### src/rtl/blackjack_pkg.sv
// Shared types and constants for the blackjack round controller and its helpers.
package blackjack_pkg;

  localparam int CARD_W       = 4;
  localparam int DEALER_STAND = 17;
  localparam int BUST_LIMIT   = 21;

  localparam logic TO_PLAYER = 1'b0;
  localparam logic TO_DEALER = 1'b1;

  typedef enum logic [2:0] {
    S_IDLE,
    S_REQ,
    S_DELAY,
    S_PLAYER,
    S_DEALER,
    S_DONE
  } deal_state_t;

endpackage

### src/rtl/deal_delay_timer.sv
// Inter-deal pause counter: counts up while enabled and flags when it reaches the limit.
module deal_delay_timer #(
  parameter int WIDTH = 16
) (
  input  logic             clk,
  input  logic             reset_n,
  input  logic             clear,
  input  logic             enable,
  input  logic [WIDTH-1:0] limit,
  output logic             expired
);

  logic [WIDTH-1:0] count;

  // Saturates at the limit so the count can never wrap.
  always_ff @(posedge clk or negedge reset_n) begin
    if (!reset_n)                     count <= '0;
    else if (clear)                   count <= '0;
    else if (enable && count < limit) count <= count + WIDTH'(1);
  end

  assign expired = (count >= limit);

endmodule

### src/rtl/deal_sequencer.sv
// One blackjack round: initial deal P0,D0,P1,D1, player hit/stand, dealer draws to 17,
// with a programmable pause after every dealt card.
module deal_sequencer
  import blackjack_pkg::*;
#(
  parameter int WIDTH    = 16,
  parameter int MAX_HAND = 5,
  parameter int SLOT_W   = 3
) (
  input  logic              clk,
  input  logic              reset_n,
  input  logic              start,
  input  logic              hit,
  input  logic              stand,
  input  logic [WIDTH-1:0]  delay,
  input  logic [5:0]        player_score,
  input  logic [5:0]        dealer_score,
  output logic              card_req,
  input  logic              card_ack,
  input  logic [CARD_W-1:0] card_val,
  output logic              card_valid,
  output logic [CARD_W-1:0] card_out,
  output logic              deal_to,
  output logic [SLOT_W-1:0] slot,
  output logic              clear_hands,
  output logic              player_turn,
  output logic              busy,
  output logic              done
);

  // One extra bit so a full hand (count == MAX_HAND) is representable even when
  // 2**SLOT_W == MAX_HAND.
  localparam int              CNT_W     = SLOT_W + 1;
  localparam logic [CNT_W-1:0] HAND_FULL = CNT_W'(MAX_HAND);

  deal_state_t      state, nxt;
  logic             target, nxt_target;
  logic             dealing;
  logic [1:0]       deal_idx;
  logic [CNT_W-1:0] p_cnt, d_cnt;
  logic             start_ok, take, expired, deal_last;

  assign start_ok    = start && (state == S_IDLE || state == S_DONE);
  assign take        = (state == S_REQ) && card_ack;
  assign deal_last   = (state == S_DELAY) && expired && dealing && (deal_idx == 2'd0);
  assign card_req    = (state == S_REQ);
  assign player_turn = (state == S_PLAYER);

  deal_delay_timer #(.WIDTH(WIDTH)) u_timer (
    .clk     (clk),
    .reset_n (reset_n),
    .clear   (take),
    .enable  (state == S_DELAY),
    .limit   (delay),
    .expired (expired)
  );

  always_comb begin
    nxt        = state;
    nxt_target = target;
    case (state)
      S_IDLE, S_DONE: begin
        if (start) begin
          nxt        = S_REQ;
          nxt_target = TO_PLAYER;
        end
      end
      S_REQ: begin
        if (card_ack) nxt = S_DELAY;
      end
      S_DELAY: begin
        if (expired) begin
          // deal_idx has already advanced past the card just dealt; wrapping to 0
          // means the four opening cards are out.
          if (dealing) begin
            if (deal_idx == 2'd0) begin
              nxt = S_PLAYER;
            end else begin
              nxt        = S_REQ;
              nxt_target = deal_idx[0];
            end
          end else begin
            nxt = (target == TO_PLAYER) ? S_PLAYER : S_DEALER;
          end
        end
      end
      S_PLAYER: begin
        if (player_score > 6'(BUST_LIMIT)) begin
          nxt = S_DONE;
        end else if (stand) begin
          nxt = S_DEALER;
        end else if (hit) begin
          if (p_cnt == HAND_FULL) begin
            nxt = S_DEALER;
          end else begin
            nxt        = S_REQ;
            nxt_target = TO_PLAYER;
          end
        end
      end
      S_DEALER: begin
        if (dealer_score >= 6'(DEALER_STAND) || d_cnt == HAND_FULL) begin
          nxt = S_DONE;
        end else begin
          nxt        = S_REQ;
          nxt_target = TO_DEALER;
        end
      end
      default: nxt = S_IDLE;
    endcase
  end

  always_ff @(posedge clk or negedge reset_n) begin
    if (!reset_n) begin
      state       <= S_IDLE;
      target      <= TO_PLAYER;
      dealing     <= 1'b0;
      deal_idx    <= 2'd0;
      p_cnt       <= '0;
      d_cnt       <= '0;
      card_valid  <= 1'b0;
      card_out    <= '0;
      deal_to     <= 1'b0;
      slot        <= '0;
      clear_hands <= 1'b0;
      busy        <= 1'b0;
      done        <= 1'b0;
    end else begin
      state       <= nxt;
      target      <= nxt_target;
      card_valid  <= 1'b0;
      clear_hands <= 1'b0;

      if (start_ok) begin
        clear_hands <= 1'b1;
        p_cnt       <= '0;
        d_cnt       <= '0;
        deal_idx    <= 2'd0;
        dealing     <= 1'b1;
        busy        <= 1'b1;
        done        <= 1'b0;
      end

      if (take) begin
        card_valid <= 1'b1;
        card_out   <= card_val;
        deal_to    <= target;
        if (target == TO_DEALER) begin
          slot  <= d_cnt[SLOT_W-1:0];
          d_cnt <= d_cnt + CNT_W'(1);
        end else begin
          slot  <= p_cnt[SLOT_W-1:0];
          p_cnt <= p_cnt + CNT_W'(1);
        end
        if (dealing) deal_idx <= deal_idx + 2'd1;
      end

      if (deal_last) dealing <= 1'b0;

      if (nxt == S_DONE && state != S_DONE) begin
        busy <= 1'b0;
        done <= 1'b1;
      end
    end
  end

endmodule

### config.mk
export PLATFORM = sky130hd
export DESIGN_NAME = deal_sequencer
export DESIGN_NICKNAME = d
export VERILOG_FILES = /design/src/rtl/blackjack_pkg.sv /design/src/rtl/deal_delay_timer.sv /design/src/rtl/deal_sequencer.sv
export SDC_FILE = /design/constraint.sdc
export NUM_CORES = 1
export LEC_CHECK = 0
export CORE_ASPECT_RATIO = 0.5
export CORE_MARGIN = 8
export CORE_UTILIZATION = 55
export DETAILED_ROUTE_END_ITERATION = 8
export PLACE_DENSITY_LB_ADDON = 0.05
export RECOVER_POWER = 25
export SYNTH_ARGS = -nofsm -noshare
export SYNTH_HDL_FRONTEND = slang
export SYNTH_HIERARCHICAL = 1
export SYNTH_SLANG_ARGS = --single-unit
### constraint.sdc
create_clock -name clk -period 3.7 [get_ports clk]
set_input_delay 0.74 -clock clk [delete_from_list [all_inputs] [get_ports clk]]
set_output_delay 0.74 -clock clk [all_outputs]
set_load 0.05 [all_outputs]
==> metrics.md, run 1 <==
| Metric | Value |
|---|---|
| Die Y | 65.3 microns |
| Total GRT Usage | 17.3% |
| Via Count | 2298 |
| Post-route clock skew | 0.00970 ns |
| Num CTS Buffers | 5 |
| Lkg Pwr | 1.50 nW |
| Starting Density | 55.6% |
| Vias in the first global route | 2359 |
| Die W | 115 microns |
| Number of H-tree levels | 2 |
| Post-route DRC | 0 |
| Post-synth top area share | 40.3% |
| Net Sw Frac | 42.9% |
| IO Port Bufs | 50 |
| Final Cycle Share | 79.4% |
| Postcts setup bufs | 0 |
| First-pass GRT wire length | 10600 microns |
| Remaining antenna violation count after routing | 0 |
| Hold Buf Count CTS | 0 |
| Failing checks | max-capacitance violations, max-slew violations |
| CP max FO | 19 |
| Clk buf depth | 2 |
| R2R Setup Slk | 1.25 ns |
| Post-synth top cells | 43 x dfrtp_1, 29 x inv_1, 27 x a21oi_1 |
| Ys async rst share | 100% |
| Critical path type | input pin to register |
| Root Driver | clkbuf_8 |
| Seq/Total Area, Yosys | 40.3% |
| # diodes | 0 |
| Relative slew slack | -50.3% |
| Mean Syn Cell Area | 9.11 sq um |
| Post-Route Setup TNS | 0 ns |
| CTS tree | done |
| Layout Area Growth over Synthesis | 25.4% |
| Pwr/cell area | 617 mW/mm^2 |
| Final Max Slew Viols | 44 |
| Clock sinks | 43 |
| Detailed Route WL | 6150 microns |
| Cell taking the most area after synthesis | dfrtp_1 |
| Worst Tran Pin Value | 2.25 ns |
| Status | complete, but fails checks |
| Worst path required time | 3.92 ns |
| Ys Warns | 6 |
| Yosys reg bits | 43 |
| DP Cell Count | 407 |
| Number of synthesized flops with an enable pin | 0 |
| Crit path time final | 2.94 ns |
| Syn nets | 353 |
| Core ar. | 0.00480 sq mm |
| Clock transition at the registers of the reported paths | 0.08 ns |
| Largest net degree at the start of global routing | 44 |
| Layout Nets | 404 |
| Worst vdd ir | 0.549 mV |
| IO Pins | 52 |
| Combinational power share | 46.6% |
| RSZ-0062 raised after global routing | false |
| Synthesized cell area | 0.00267 sq mm |
| Gr ovfl total | 0 |
| Post-DP HPWL | 4560 microns |
| Endpoints failing hold | 0 |
| Number of unique standard cell types used by synthesis | 47 |
| PostCTS Resize Cnt | 0 |
| Cells after Synth | 293 |
| Final setup vio count | 0 |
| Clk_lat worst skew | 0.29 ns |
| Sequential power share | 35.2% |
| Max Clk Rate | 341 MHz |
| GP Congestion | 0.857 |
| CP Launch Type | input pin |
| Share of cells above drive strength 1 | 7.54% |
| Worst Path Arrival | 3.16 ns |
| Top area cells in the synthesized netlist | dfrtp_1 40%, ha_1 10%, a21oi_1 5.1% |
| Fin cells | 415 |
| Crit path capture type | register |
| Cell-internal power | 1.18 mW |
| P_sw | 0.886 mW |
| Hold WC Path Type | register to register |
| Row count | 18 |
| Vias per cell | 5.54 |
| WL/cell | 14.8 microns |
| Most frequent cell after synthesis | dfrtp_1 |
| Drt first pass iters | 4 |
| Die area | 0.00747 sq mm |
| Number of DRC markers in iteration 0 | 129 |
| Clock Power Share | 18.3% |
| Max Cap Viol | 1 |
| Initial antenna violation count | 0 |
| Top_reg_cell synth | dfrtp_1 |
[state kept, by name, indices dropped and copies added, names as in the netlist, 2 cells and up]
name / count
slot: 3
d_cnt: 4
p_cnt: 4
deal_idx: 2
state: 3
u_timer/count: 16
card_out: 4
[power groups by stage]
stage	clock [mW]	sequential, mW	combinational, mW
after floorplan	0	0.891	0.490
after global placement	0	0.723	0.935
after detailed placement	0	0.734	0.962
after CTS	0.388	0.726	0.970
after global routing	0.403	0.749	1.04
final	0.377	0.726	0.961
[per-stage QoR]
stage	hold WS [ns]	worst slack (ns)	util (%)	cell area, sq um	power (mW)
final	0.483	0.763	69.7	3350	2.06
after global routing	0.519	0.595	69.7	3350	2.19
after CTS	0.483	0.770	69.8	3350	2.08
after detailed placement	0.470	0.464	67.3	3230	1.70
after global placement	0.462	0.524	67.3	3230	1.66
after floorplan	0.444	1.23	-	2670	1.38
[logic make-up after synthesis]
kind of cell / share of synthesized area (%)
AO/OA/AOI/OAI: 16.3
XOR/XNOR: 1.97
adder cells (fa/ha/maj): 10.3
buffers and inverters: 5.77
flip-flops: 40.3
multiplexers: 3.98
AND/OR/NAND/NOR: 21.4
[area by class of cell]
class | count | area (sq um)
fillers | 398 | 1450
clock buffers | 6 | 82.6
flip-flops and latches | 43 | 1080
well taps | 70 | 87.6
clock inverters | 2 | 35.0
multi-input cells | 212 | 1440
inverters | 29 | 109
repair buffers | 53 | 517
[cell usage in the layout (no fill, tap or decap), types with 4 or more instances in the layout]
| master | n |
|---|---|
| nor2_1 | 18 |
| mux2_2 | 5 |
| a21oi_1 | 27 |
| clkdlybuf4s50_1 | 49 |
| a31oi_1 | 4 |
| or3_1 | 9 |
| nor2b_1 | 5 |
| o21ai_0 | 17 |
| clkbuf_8 | 6 |
| o31ai_1 | 4 |
| nand3_1 | 21 |
| or4_1 | 4 |
| xor2_1 | 4 |
| and3_1 | 5 |
| mux2i_1 | 5 |
| inv_1 | 29 |
| dfrtp_1 | 43 |
| nand2_1 | 19 |
| nand4_1 | 6 |
| ha_1 | 22 |
[worst max-delay path, stage by stage]
cell             delay (ns)
clkdlybuf4s50_1        0.45
inv_1                  0.04
ha_1                   0.31
a21oi_1                0.14
o21ai_1                0.11
a211oi_2               0.28
nand3_2                0.31
buf_4                  0.28
or3_1                  0.35
a21oi_1                0.15
[routing by layer]
metal,vias up,share of wire [%],global-route usage [%]
met1,1094,45,20.2
met3,2,6.2,4.66
li1,1152,-,-
met4,0,0.34,5.09
met2,50,49,30.7
met5,-,0,0
[final timing paths]
kind,end,cells past startpoint,startpoint
setup / recovery,u_timer/count[4]$_DFFE_PN0P_,10,delay[11]
hold / removal,p_cnt[3]$_DFF_PN0_,1,p_cnt[3]$_DFF_PN0_
setup reg to reg,u_timer/count[4]$_DFFE_PN0P_,7,state[0]$_DFF_PN0_
hold reg to reg,p_cnt[3]$_DFF_PN0_,1,p_cnt[3]$_DFF_PN0_
max in group asynchronous,busy$_DFFE_PN0P_,1,reset_n
min in group asynchronous,slot[1]$_DFFE_PN0P_,1,reset_n
No activity file was read; power rests on OpenSTA's default activity.
==> run 2, diff against run 1 <==
--- a/config.mk
+++ b/config.mk
@@ -7,7 +7,7 @@
 export LEC_CHECK = 0
 export CORE_ASPECT_RATIO = 0.5
 export CORE_MARGIN = 8
-export CORE_UTILIZATION = 55
+export CORE_UTILIZATION = 52
 export DETAILED_ROUTE_END_ITERATION = 8
 export PLACE_DENSITY_LB_ADDON = 0.05
 export RECOVER_POWER = 25
==> constraint.sdc (replaced) <==
create_clock -name clk -period 3.06 [get_ports clk]
set_input_delay 0.612 -clock clk [delete_from_list [all_inputs] [get_ports clk]]
set_output_delay 0.612 -clock clk [all_outputs]
set_load 0.05 [all_outputs]
==> run 2 against run 1 <==
Net effect: the flow still finishes with violations (max-capacitance violations, max-slew violations); die area up 4.6%; global-route usage down 0.82 points; final area down 0.86%; critical path depth unchanged; sequential share of layout area up 0.28 points; non-clock buffer count up 1.
==> metrics.md, run 2 (synthesized netlist as in run 1, its figures left out) <==
| Metric | Value |
|---|---|
| Critical path type | input pin to register |
| Max Cap Viol | 1 |
| Worst r2r path cells | 7 |
| First-pass GRT wire length | 10800 microns |
| Core ar. | 0.00493 sq mm |
| Net Sw Frac | 44.3% |
| Min-delay src | d_cnt[3]$_DFF_PN0_ |
| WL/cell | 14.9 microns |
| Worst vdd ir | 0.494 mV |
| Final Max Slew Viols | 44 |
| Detailed Route WL | 6200 microns |
| Post-DP HPWL | 4750 microns |
| Num CTS Buffers | 5 |
| Via Count | 2298 |
| Gr ovfl total | 0 |
| Final setup vio count | 0 |
| Worst path required time | 3.27 ns |
| CP Launch Type | input pin |
| Pwr/cell area | 719 mW/mm^2 |
| Post-Route Setup TNS | 0 ns |
| Number of flip-flops in the largest register | 16 |
| Remaining antenna violation count after routing | 0 |
| # diodes | 0 |
| Relative slew slack | -53.5% |
| R2R Setup Slk | 0.68 ns |
| P_sw | 1.06 mW |
| Crit path capture type | register |
| Lkg Pwr | 1.48 nW |
| Largest net degree at the start of global routing | 44 |
| Drt first pass iters | 4 |
| Number of DRC markers in iteration 0 | 131 |
| Crit path time final | 2.76 ns |
| Endpoints failing hold | 0 |
| Placed instance area | 0.00324 sq mm |
| Die W | 117 microns |
| Post-route DRC | 0 |
| Total GRT Usage | 16.5% |
| Vias per cell | 5.52 |
| Worst Path Arrival | 2.97 ns |
| IO Pins | 52 |
| GP Congestion | 0.831 |
| Clock sinks | 43 |
| Hold Buf Count CTS | 0 |
| RR Startpoint | state[2]$_DFF_PN0_ |
| IO Port Bufs | 50 |
| CP max FO | 14 |
| Initial antenna violation count | 0 |
| Number of H-tree levels | 2 |
| Status | complete, but fails checks |
| Reg-to-reg endpoint | u_timer/count[5]$_DFFE_PN0P_ |
| Sequential power share | 36.8% |
| Hold WC Path Type | register to register |
| Clk buf depth | 2 |
| Worst min-delay path endpoint | d_cnt[3]$_DFF_PN0_ |
| Post-route clock skew | 0.00695 ns |
| Root Driver | clkbuf_8 |
| Vias in the first global route | 2382 |
| PostCTS Resize Cnt | 0 |
| Commonest non-fill, non-tap cell in the layout | clkdlybuf4s50_1 |
| Final Cycle Share | 90.1% |
| Failing checks | max-capacitance violations, max-slew violations |
| Largest reg by FF count | u_timer/count |
| Hold path depth | 1 |
| Die area | 0.00782 sq mm |
| Row count | 18 |
| CTS tree | done |
| Die Y | 66.7 microns |
| Final Cell Area | 0.00332 sq mm |
| Launch point of the worst path | delay[15] |
| Postcts setup bufs | 0 |
| Worst Tran Pin Value | 2.30 ns |
| Clk_lat worst skew | 0.28 ns |
| Max Clk Rate | 363 MHz |
| Commonest cells after routing, fill and taps aside | 49 x clkdlybuf4s50_1, 43 x dfrtp_1, 29 x inv_1 |
| Combinational power share | 49.0% |
| Clock Power Share | 14.2% |
| Cell-internal power | 1.33 mW |
| Clock transition at the registers of the reported paths | 0.08 ns |
| Layout Area Growth over Synthesis | 24.3% |
| Starting Density | 54.1% |
| Layout Nets | 405 |
| Share of cells above drive strength 1 | 7.23% |
| RSZ-0062 raised after global routing | false |
## run 2: cell types whose count changed in the layout (fill, tap and decap cells not counted), sizes merged
| cell | before | now |
|---|---|---|
| clkbuf | 7 | 8 |
| bufinv | 1 | 0 |
| buf | 3 | 4 |
## run 2: layout make-up
type / count / area, sq um
clock buffer: 7 / 76.3
clock inverter: 1 / 5.00
fill: 416 / 1620
inverter: 29 / 109
multi-input combinational: 212 / 1440
sequential: 43 / 1080
tap: 70 / 87.6
timing repair buffer: 54 / 524
## run 2: worst max-delay path by stage
stage                                         to  slack [ns]  cells after the start
floorplan                               card_req        0.71                      2
global placement    u_timer/count[8]$_DFFE_PN0P_        0.08                     10
detailed placement  u_timer/count[4]$_DFFE_PN0P_        0.03                     10
CTS                 u_timer/count[8]$_DFFE_PN0P_        0.32                     10
global route        u_timer/count[4]$_DFFE_PN0P_        0.10                     10
finish              u_timer/count[5]$_DFFE_PN0P_        0.30                     10
## run 2: power groups by stage
stage	Combinational (mW)	Sequential, mW	Clock [mW]
6_report	1.17	0.877	0.340
5_1_grt	1.27	0.899	0.375
4_1_cts	1.18	0.876	0.354
3_5_place_dp	1.18	0.886	0
3_3_place_gp	1.14	0.878	0
2_1_floorplan	0.593	1.08	0
## run 2: routing by layer
metal | routed length, microns | share of wire (%) | global-route usage (%)
met5 | 0 | 0 | 0
met4 | 31 | 0.50 | 3.52
met3 | 359 | 5.8 | 4.30
met2 | 2910 | 47 | 29.6
met1 | 2900 | 47 | 19.7
## run 2: critical path, cell delays in order
cell and delay [ns]:
clkdlybuf4s50_1 0.46, inv_1 0.04, ha_1 0.31, a21oi_1 0.14, o21ai_1 0.11, a211oi_2 0.27, nand3_2 0.25, buf_4 0.26
or3_1 0.36, a21oi_1 0.15
## run 2: stage by stage
stage               util [%]  cells  power [mW]  setup WS (ns)  hold WS (ns)
floorplan                  -    293        1.67          0.714         0.316
global placement        65.6    408        2.02         0.0759         0.464
detailed placement      65.6    408        2.06         0.0337         0.467
CTS                     67.3    416        2.41          0.320         0.480
global route            67.3    416        2.55          0.100         0.496
finish                  67.3    416        2.38          0.302         0.484
==> run 3, diff against run 2 <==
--- a/config.mk
+++ b/config.mk
@@ -7,7 +7,7 @@
 export LEC_CHECK = 0
 export CORE_ASPECT_RATIO = 0.5
 export CORE_MARGIN = 8
-export CORE_UTILIZATION = 52
+export CORE_UTILIZATION = 40
 export DETAILED_ROUTE_END_ITERATION = 8
 export PLACE_DENSITY_LB_ADDON = 0.05
 export RECOVER_POWER = 25
==> run 3 against run 2 <==
Net effect: the run still ends with max-capacitance violations, max-slew violations left; clock power increased by 50%; routed wire length increased by 3.7%; fmax decreased by 0.93%; via count increased by 0.17%; final area increased by 3.0%; critical endpoint is now u_timer/count[3]$_DFFE_PN0P_; largest power group unchanged; highest routed layer unchanged.
==> metrics.md, run 3 (synthesized netlist as in run 1, its figures left out) <==
| Metric | Value |
|---|---|
| PostCTS Resize Cnt | 0 |
| Die Y | 73.8 microns |
| Cell-internal power | 1.47 mW |
| R2R Setup Slk | 0.67 ns |
| Via Count | 2302 |
| RR Startpoint | u_timer/count[1]$_DFFE_PN0P_ |
| Share of cells above drive strength 1 | 7.76% |
| Die area | 0.00970 sq mm |
| Starting Density | 40.6% |
| Remaining antenna violation count after routing | 0 |
| Pwr Total | 2.56 mW |
| Post-route DRC | 0 |
| Crit-path leading delay family | buffers and inverters |
| Crit path time final | 2.78 ns |
| Initial antenna violation count | 0 |
| Clock transition at the registers of the reported paths | 0.06 ns |
| Sequential power share | 34.4% |
| Largest reg by FF count | u_timer/count |
| Max Cap Viol | 1 |
| Status | complete, but fails checks |
| Buffers plus inverters on the worst setup path | 3 |
| Net Sw Frac | 42.4% |
| IO Pins | 52 |
| Clock sinks | 43 |
| Relative slew slack | -55.4% |
| CP cell instances | clkdlybuf4s50_1, inv_1, ha_1, a21oi_1, o21ai_1, a211oi_2, nand3_2, buf_4, or3_1, a21oi_1 |
| Worst Path Arrival | 2.99 ns |
| Pwr/cell area | 749 mW/mm^2 |
| # diodes | 0 |
| Cell repeated most along the worst path | a21oi_1 |
| Postcts setup bufs | 0 |
| First-pass GRT wire length | 10600 microns |
| # fillers | 627 |
| Lkg Pwr | 1.52 nW |
| RSZ-0062 raised after global routing | false |
| Final setup vio count | 0 |
| Crit path capture type | register |
| Number of DRC markers in iteration 0 | 127 |
| Core ar. | 0.00657 sq mm |
| Drt first pass iters | 4 |
| P_sw | 1.09 mW |
| Combinational power share | 45.7% |
| GP Congestion | 0.841 |
| Number of flip-flops in the largest register | 16 |
| Layout Nets | 407 |
| Vias in the first global route | 2185 |
| Vias per cell | 5.23 |
| Commonest cells after routing, fill and taps aside | 49 x clkdlybuf4s50_1, 43 x dfrtp_1, 29 x inv_1 |
| Final Max Slew Viols | 44 |
| Layout Area Growth over Synthesis | 28.0% |
| CTS tree | done |
| Total GRT Usage | 13.3% |
| Post-DP HPWL | 4840 microns |
| Worst path required time | 3.27 ns |
| WL/cell | 14.6 microns |
| Launch point of the worst path | delay[15] |
| Number of H-tree levels | 2 |
| Clk buf depth | 2 |
| Worst Tran Pin Value | 2.33 ns |
| Clock Power Share | 19.9% |
| Clk_lat worst skew | 0.28 ns |
| Detailed Route WL | 6430 microns |
| CP max-delay cell | clkdlybuf4s50_1 |
| Gr ovfl total | 0 |
| Worst vdd ir | 0.664 mV |
| Die W | 132 microns |
| Post-route clock skew | 0.00217 ns |
| CP max FO | 13 |
| Failing checks | max-capacitance violations, max-slew violations |
| Commonest non-fill, non-tap cell in the layout | clkdlybuf4s50_1 |
| Critical path type | input pin to register |
| Final Cycle Share | 91.0% |
| CP Launch Type | input pin |
| Hold Buf Count CTS | 0 |
| Largest net degree at the start of global routing | 44 |
| Hold WC Path Type | register to register |
| Num CTS Buffers | 5 |
| Row count | 21 |
| Root Driver | clkbuf_16 |
| Endpoints failing hold | 0 |
| Post-Route Setup TNS | 0 ns |
| Min-delay src | d_cnt[3]$_DFF_PN0_ |
| IO Port Bufs | 50 |
| Max Clk Rate | 359 MHz |
| Max stage delay on crit path | 0.46 ns |
run 3: cell count changes in the layout (fill, tap and decap cells not counted), sizes merged:
cell / change
buf: +2
run 3: worst reg2reg max path: stages, from the launching register on:
cell and delay, ns:
dfrtp_1 0.46, ha_1 0.32, nor2b_1 0.14, o211ai_1 0.22, a31oi_1 0.11, o21ai_0 0.17
nand2_1 0.19, nand2_1 0.10, o22ai_1 0.07, nand3b_1 0.20, a32o_1 0.28
run 3: worst paths after layout:
| check | endpoint | cells after the start |
|---|---|---|
| min in group asynchronous | slot[1]$_DFFE_PN0P_ | 1 |
| worst max-delay path | u_timer/count[3]$_DFFE_PN0P_ | 10 |
| max in group asynchronous | u_timer/count[9]$_DFFE_PN0P_ | 1 |
| worst max register to register | done$_DFFE_PN0P_ | 10 |
| worst min-delay path | d_cnt[3]$_DFF_PN0_ | 1 |
| worst min register to register | d_cnt[3]$_DFF_PN0_ | 1 |
run 3: area by class of cell:
class                   count  area (sq um)  share of cell area [%]
clock buffers               7           133                    3.88
clock inverters             1          5.00                   0.147
inverters                  29           109                    3.19
multi-input cells         212          1440                    42.1
flip-flops and latches     43          1080                    31.5
well taps                  92           115                    3.37
repair buffers             56           539                    15.8
run 3: per-layer routing:
| layer | GRT usage (%) | wire length [microns] | up-vias |
|---|---|---|---|
| li1 | - | - | 1153 |
| met1 | 16.6 | 3140 | 1105 |
| met2 | 22.2 | 2910 | 42 |
| met3 | 4.77 | 367 | 2 |
| met4 | 2.27 | 9 | 0 |
| met5 | 0 | 0 | - |
run 3: power groups by stage:
| stage | registers, mW | clock network [mW] | logic [mW] |
|---|---|---|---|
| after floorplan | 1.08 | 0 | 0.593 |
| after global placement | 0.878 | 0 | 1.16 |
| after detailed placement | 0.890 | 0 | 1.18 |
| after CTS | 0.880 | 0.529 | 1.19 |
| after global routing | 0.905 | 0.554 | 1.27 |
| final | 0.880 | 0.511 | 1.17 |
run 3: through the flow:
stage	cell area, sq um	utilization (%)	hold slack (ns)	std cells	worst slack [ns]
after floorplan	2670	-	0.316	293	0.714
after global placement	3280	49.9	0.464	432	0.0572
after detailed placement	3280	49.9	0.466	432	0.0164
after CTS	3420	52.0	0.477	440	0.289
after global routing	3420	52.0	0.509	440	0.129
final	3420	52.0	0.474	440	0.276
